## src/rtl/qs_stack_mb.sv

```systemverilog
// Multi-bank hardware stack: BANKS_N independent LIFOs of DEPTH_N x W entries
// with push, pop, replace-top, per-bank clear and overflow/underflow reporting.
module qs_stack_mb #(
    parameter int W       = 32,
    parameter int DEPTH_N = 8,
    parameter int BANKS_N = 4,
    localparam int BW = (BANKS_N > 1) ? $clog2(BANKS_N) : 1,
    localparam int LW = $clog2(DEPTH_N + 1),
    localparam int AW = $clog2(DEPTH_N)
) (
    input  logic               clk,
    input  logic               rst,
    input  logic               cmd_vld,
    output logic               cmd_rdy,
    input  logic [BW-1:0]      cmd_bank,
    input  logic               cmd_push,
    input  logic               cmd_pop,
    input  logic [W-1:0]       cmd_dat,
    input  logic               clr_vld,
    input  logic [BW-1:0]      clr_bank,
    output logic               rsp_vld,
    output logic [BW-1:0]      rsp_bank,
    output logic [W-1:0]       rsp_dat,
    output logic               rsp_err,
    output logic               err_ovf,
    output logic [BANKS_N-1:0] empty_r,
    output logic [BANKS_N-1:0] full_r
);

    localparam logic [LW-1:0] FULL_LVL = LW'(DEPTH_N);

    logic [W-1:0]                mem_q [BANKS_N][DEPTH_N];
    logic [BANKS_N-1:0][LW-1:0]  lvl_q, lvl_d;
    logic [BANKS_N-1:0]          empty_q, empty_d, full_q, full_d;
    logic                        rsp_vld_q, rsp_vld_d, rsp_err_q, rsp_err_d;
    logic                        ovf_q, ovf_d;
    logic [BW-1:0]               rsp_bank_q, rsp_bank_d;
    logic [W-1:0]                rsp_dat_q, rsp_dat_d;

    logic          acc, we;
    logic [AW-1:0] we_idx, top_idx, wr_idx;
    logic [LW-1:0] sel_lvl;

    // A clear to the same bank wins; the issuer must hold the blocked command.
    assign cmd_rdy = ~(clr_vld & (clr_bank == cmd_bank));
    assign acc     = cmd_vld & cmd_rdy;
    assign sel_lvl = lvl_q[cmd_bank];
    assign top_idx = AW'(sel_lvl - LW'(1));
    assign wr_idx  = AW'(sel_lvl);

    always_comb begin
        lvl_d      = lvl_q;
        we         = 1'b0;
        we_idx     = '0;
        rsp_vld_d  = 1'b0;
        rsp_err_d  = 1'b0;
        rsp_bank_d = '0;
        rsp_dat_d  = '0;
        ovf_d      = 1'b0;
        if (acc && cmd_push && cmd_pop) begin
            rsp_vld_d  = 1'b1;
            rsp_bank_d = cmd_bank;
            we         = 1'b1;
            if (sel_lvl != '0) begin
                rsp_dat_d = mem_q[cmd_bank][top_idx];
                we_idx    = top_idx;
            end else begin
                rsp_err_d       = 1'b1;
                we_idx          = '0;
                lvl_d[cmd_bank] = LW'(1);
            end
        end else if (acc && cmd_push) begin
            if (sel_lvl != FULL_LVL) begin
                we              = 1'b1;
                we_idx          = wr_idx;
                lvl_d[cmd_bank] = sel_lvl + LW'(1);
            end else begin
                ovf_d = 1'b1;
            end
        end else if (acc && cmd_pop) begin
            rsp_vld_d  = 1'b1;
            rsp_bank_d = cmd_bank;
            if (sel_lvl != '0) begin
                rsp_dat_d       = mem_q[cmd_bank][top_idx];
                lvl_d[cmd_bank] = sel_lvl - LW'(1);
            end else begin
                rsp_err_d = 1'b1;
            end
        end
        if (clr_vld) begin
            lvl_d[clr_bank] = '0;
        end
        for (int b = 0; b < BANKS_N; b++) begin
            empty_d[b] = (lvl_d[b] == '0);
            full_d[b]  = (lvl_d[b] == FULL_LVL);
        end
    end

    always_ff @(posedge clk or posedge rst) begin
        if (rst) begin
            lvl_q      <= '0;
            empty_q    <= '1;
            full_q     <= '0;
            rsp_vld_q  <= 1'b0;
            rsp_err_q  <= 1'b0;
            ovf_q      <= 1'b0;
            rsp_bank_q <= '0;
            rsp_dat_q  <= '0;
        end else begin
            lvl_q      <= lvl_d;
            empty_q    <= empty_d;
            full_q     <= full_d;
            rsp_vld_q  <= rsp_vld_d;
            rsp_err_q  <= rsp_err_d;
            ovf_q      <= ovf_d;
            rsp_bank_q <= rsp_bank_d;
            rsp_dat_q  <= rsp_dat_d;
        end
    end

    // Storage is deliberately not reset; levels alone define valid contents.
    always_ff @(posedge clk) begin
        if (we) begin
            mem_q[cmd_bank][we_idx] <= cmd_dat;
        end
    end

    assign rsp_vld  = rsp_vld_q;
    assign rsp_err  = rsp_err_q;
    assign rsp_bank = rsp_bank_q;
    assign rsp_dat  = rsp_dat_q;
    assign err_ovf  = ovf_q;
    assign empty_r  = empty_q;
    assign full_r   = full_q;

endmodule

```

## config.mk

```make
export PLATFORM = sky130hd
export DESIGN_NAME = qs_stack_mb
export DESIGN_NICKNAME = d
export VERILOG_FILES = /design/src/rtl/qs_stack_mb.sv
export SDC_FILE = /design/constraint.sdc
export NUM_CORES = 1
export LEC_CHECK = 0
export ABC_AREA = 1
export CAP_MARGIN = 20
export CORE_MARGIN = 1.5
export CORE_UTILIZATION = 45
export CTS_BUF_LIST = sky130_fd_sc_hd__clkbuf_4 sky130_fd_sc_hd__clkbuf_8
export DETAILED_ROUTE_END_ITERATION = 16
export SETUP_SLACK_MARGIN = 0.02
export SYNTH_ARGS = -nofsm -noshare
export SYNTH_HDL_FRONTEND = slang
export SYNTH_SLANG_ARGS = --single-unit
```

## constraint.sdc

```tcl
create_clock -name clk -period 5.65 [get_ports clk]
set_clock_uncertainty 0.05 [all_clocks]
set_input_delay 1.13 -clock clk [delete_from_list [all_inputs] [get_ports clk]]
set_output_delay 1.13 -clock clk [all_outputs]
set_load 0.02 [all_outputs]
```

# Yosys cells after proc, flatten, opt, wreduce, memory -nomap -nowiden
# Memory sizes are Yosys's and may differ from the RTL's.
# Cells that the tools add are included.
# op_classes
addsub	2
n_lt_le_gt_ge	7
eq_ne	6
mux	46
bitwise_logic	10
n_reduce_logical	11
# op_table
cell	n
256-bit two-way mux	1
32-bit two-way mux	7
16-bit two-way mux	7
32-bit binary-select mux with 3-bit select	1
32-bit demux with 3-bit select	1
16-bit bitwise mux	2
16-bit AND	1
4-bit demux with 2-bit select	2
4-bit equality test, second input constant	4
4-bit logical NOT	4
16-bit inverter	1
1-bit two-way mux	14
12-bit AND	1
3-bit two-way mux	4
4-bit two-way mux	3
12-bit inverter	1
4-bit binary-select mux with 2-bit select	1
4-bit >= comparator, second input constant	2
3-bit inverter with 4-bit output	2
1-bit logical AND	6
2-bit by 3-bit < comparator with 1-bit output, second input constant	2
2-bit two-way mux	3
4-bit by 1-bit adder with 4-bit output, second input constant	1
2-bit by 1-bit >= comparator with 1-bit output, second input constant	2
other kinds (8)	9
# word_totals
register_bits	61
mem_bits_rw	1024
in_bits	42
out_inout_bits	46
wordCells	94
n_memories	1
# memory_table
name	depth	word_bits	read_ports	rd_ports_with_merged_regs	write_ports	line_no	text
mem_q	4	256	1	0	1	32	logic [W-1:0] mem_q [BANKS_N][DEPTH_N];

# Longest topological paths before layout
# depth
ltp_word	13
mapped_depth	20
mapped_depth_nobuf	16

# Least setup slack after synthesis
# Ideal clock, no wire load.
# synth_path
kind	input -> register
from	in cmd_bank[0]
to	mem mem_q[0][100] (netlist name), enable pin
setup_time_ns	0.421
arrival_time_ns	4.606
t_required_ns	5.179
setup_slack_ns	0.573
stages	16
path_buffers	4
cell_sequence	buf_4 buf_4 nand3_1 nand2_1 nor2_1 buf_2 buf_1 ha_1 nand2_4 nor2_4 o21ai_0 o21ai_1 inv_1 nor2_1 nand2_1 nor2_1
# synth_between
elab_chain_len	13
elab_cells_between_ends	26
classes_between	1 x add/sub; 2 x order compare; 2 x eq/ne; 13 x mux; 4 x bitwise; 4 x reduce/logical
# synth_rtl
item	line_no	text
from (decl)	15	input logic [BW-1:0] cmd_bank,
branches (longest 13 deep; another with 4-bit by 1-bit subtractor with 4-bit output)	n/a	
to (decl)	32	
# Parallel ways; which one is timed is not known. The select of a mux whose other input is x is not followed.

# Worst setup path in the final report
# layout_path
from	in cmd_bank[1]
to	mem mem_q[3][60] (netlist name), enable pin
# The elaborated chain is that of the path after synthesis.

==> flow_summary.yaml <==
outcome:
  status: "finished clean"
setup_path:
  worstPathArrival_ns: 4.99
  r2r_slack_ns: 2.08
  max_stage_delay_ns: 0.86
  cp_max_fo: 136
  critical-path-top-delay-family: "buffers and inverters"
  required_ns: 6.12
  criticalPathCategory: "input port to flop"
  start_kind: "input port"
  cpMaxStageDelayCell: "clkdlybuf4s50_1"
  crit_path_end_kind: "flop"
  startpoint: "cmd_bank[1]"
  crit_path_cell_trace: "clkdlybuf4s50_1 -> inv_2 -> nand3_1 -> nand2_1 -> nor2_4 -> buf_12 -> nor3_1 -> nor2_2 -> nand2_1 -> nor2_4 -> buf_4"
  cp_num_buf_inv: 4
  r2r_start: "lvl_q[8]"
die:
  die_h_um: 306
  ios: 88
  rows: 111
  dieArea_sq_um: 93800
  initial_core_util_pct: 45.3
  core_sq_um: 91400
  fp.dieW_um: 306
detailed_routing:
  dr.pass1.iters: 6
  dr_total_vias: 26147
  wl_per_cell_um: 25.9
  wl_met1_um: 48200
  wl_um: 115000
  drt_iter0_markers: 2923
  vias_per_cell: 5.88
  wl_met2_um: 55400
  detail-route-antenna-nets: 0
  highest_layer: "met4"
  drc: 0
  wl_met3_um: 9250
synthesis:
  netlist_area_sq_um: 41400
  synth_top_area_cell: "edfxtp_1"
  synth_top_area_share_pct: 74.3
  synth_nets: 2947
  synthTopCellsByArea: "edfxtp_1 74%, nand2_1 6.3%, a22oi_1 4.6%, nand4_1 4.0%, dfrtp_1 3.4%"
  syn_avg_cell_area_sq_um: 14.3
  synth_cell_types: 34
  syn_inst: 2903
  synth_seq_area_share_pct: 78.0
  yosysWarnings: 0
  ys_seq_elements: 1085
global_route:
  antenna_found_initial: 4
  grt_max_degree: 137
  grt_pass1_wl_um: 170000
  gr-usage-all-layers_pct: 24.6
  grt-ovfl-total: 0
  first_global_vias: 26032
pwr:
  power_w: 0.0184
  p_per_area_nw_per_um2: 380
  power_leakage_nw: 16.1
  ir_drop_mv: 0.226
worst_hold_path:
  min-delay-start: "lvl_q[0]"
  hp-class: "flop to flop"
timing:
  worstMarginPinSlew_ns: 1.07
  relSlewSlack_pct: 28.4
  tns_ns: 0
  period_share_pct: 79.9
  final_hold_viol_count: 0
  rsz0062_at_grt: "false"
  max_freq_ghz: 0.221
  min_period_ns: 4.52
  setup_viol: 0
  maxSlewViolCount: 0
clock_network:
  cts_max_path_buffers: 3
  cts_tree: "yes"
  cts_sinks: 1085
  clock_latency_ns: 0.85
  postCtsSetupRepairBufs: 0
  postCtsHoldBufs: 0
  clockRootBuffer: "clkbuf_8"
  cts_resized: 0
  clk_pin_slew_ns: 0.06
  h-tree-depth: 4
  numCtsBuffers: 172
placed_design:
  dp_hpwl_um: 63200
  gp_congestion: 0.835
  numPortBuffers: 87
cells_and_area:
  nNetsFinal: 3151
  drive_above_1_share_pct: 14.8
  syn_to_final_growth_pct: 17.1
flow_run:
  maxCapViolCount: 0
[cells in the mapped netlist]
cell         n
edfxtp_1  1024
nand2_1    698
nand4_1    263
a22oi_1    256
nand3_1    216
clkbuf_1    92
nor2_1      64
buf_2       61
dfrtp_1     57
inv_1       42
a31oi_1     32
buf_1       21
a21oi_1     13
inv_2        9
o21ai_0      9
nand3_2      5
nor2_2       5
dfstp_2      4
o211ai_1     4
buf_4        3
buf_6        3
clkinv_1     3
nor2_4       3
ha_1         2
nand2_2      2
nand3_4      2
nor3_1       2
o22ai_1      2
and2_1       1
nand2_4      1
nor2_8       1
nor3_2       1
o21ai_1      1
o22ai_2      1
[logic make-up (layout without fill, tap and decap cells)]
group | Yosys count | in the layout | synth area share [%]
buffers and inverters | 234 | 585 | 2.39
AOI/OAI and AO/OA | 318 | 318 | 5.54
and+or+nand+nor | 1264 | 1264 | 14.0
other | 0 | 3 | 0
adders and majority gates | 2 | 2 | 0.0604
DFF | 1085 | 1085 | 78.0
[worst reg2reg max path, cell delays in order, from the launching register on]
cell and delay (ns):
dfrtp_1 0.41, nand3_1 0.09, nand2_1 0.11, nor2_4 0.24
buf_12 0.59, nor3_1 0.30, nor2_2 0.36, nand2_1 0.32
nor2_4 0.48, buf_4 0.29
[where the power goes]
group | internal, W | switching, W
logic | 0.000678 | 0.00178
clock network | 0.00371 | 0.00314
registers | 0.00900 | 0.0000985
[flip-flops by register name, indices dropped and copies added, names as in the netlist]
signal,cells
empty_r,4
err_ovf,1
full_r,4
lvl_q,16
mem_q,1024
rsp_bank,2
rsp_dat,32
rsp_err,1
rsp_vld,1
[cells in the final DEF, fill, tap and decap left out, types with 9 or more instances in the layout]
cell                n
buf_16             11
a31oi_1            32
inv_1              39
inv_2               9
nor2_1             29
a21oi_1            13
buf_4              74
dfrtp_1            57
buf_12             24
nand3_1           216
nand4_1           263
nor2_4             40
a22oi_1           256
clkdlybuf4s50_1    87
nand2_1           698
clkinv_1           37
edfxtp_1         1024
o21ai_0             9
clkbuf_8          186
clkbuf_4           60
clkinv_2           20
[per-layer routing]
layer	vias up	GRT usage (%)
met5	-	0
met2	1286	39.2
met4	0	8.34
li1	11468	-
met1	13218	34.5
met3	175	4.11
[area by class of cell]
type | count | area, sq um
antenna | 3 | 7.51
fill | 7392 | 42900
timing repair buffer | 210 | 2500
multi-input combinational | 1584 | 8410
sequential | 1085 | 32300
clock buffer | 246 | 3010
inverter | 54 | 215
tap | 1186 | 1480
clock inverter | 75 | 587
[stage by stage]
step / setup WS (ns) / hold slack, ns / area (sq um) / std cells / utilization, %
after detailed placement: 0.410 / 0.594 / 44400 / 4100 / 48.6
after global routing: 1.07 / 0.672 / 48500 / 4442 / 53.1
after CTS: 1.32 / 0.609 / 48000 / 4421 / 52.5
after global placement: 0.463 / 0.584 / 44300 / 4094 / 48.5
final: 1.13 / 0.619 / 48500 / 4443 / 53.1
after floorplan: 0.573 / 0.513 / 41400 / 2903 / -
[worst paths after layout]
kind	endpoint	cells past startpoint
max	mem_q[3][60]	11
min	lvl_q[0]	4
max reg2reg	mem_q[3][60]	9
min reg2reg	lvl_q[0]	4
max in group asynchronous	empty_r[1]	3
min in group asynchronous	rsp_dat[17]	2
(Power assumes the default switching activity.)
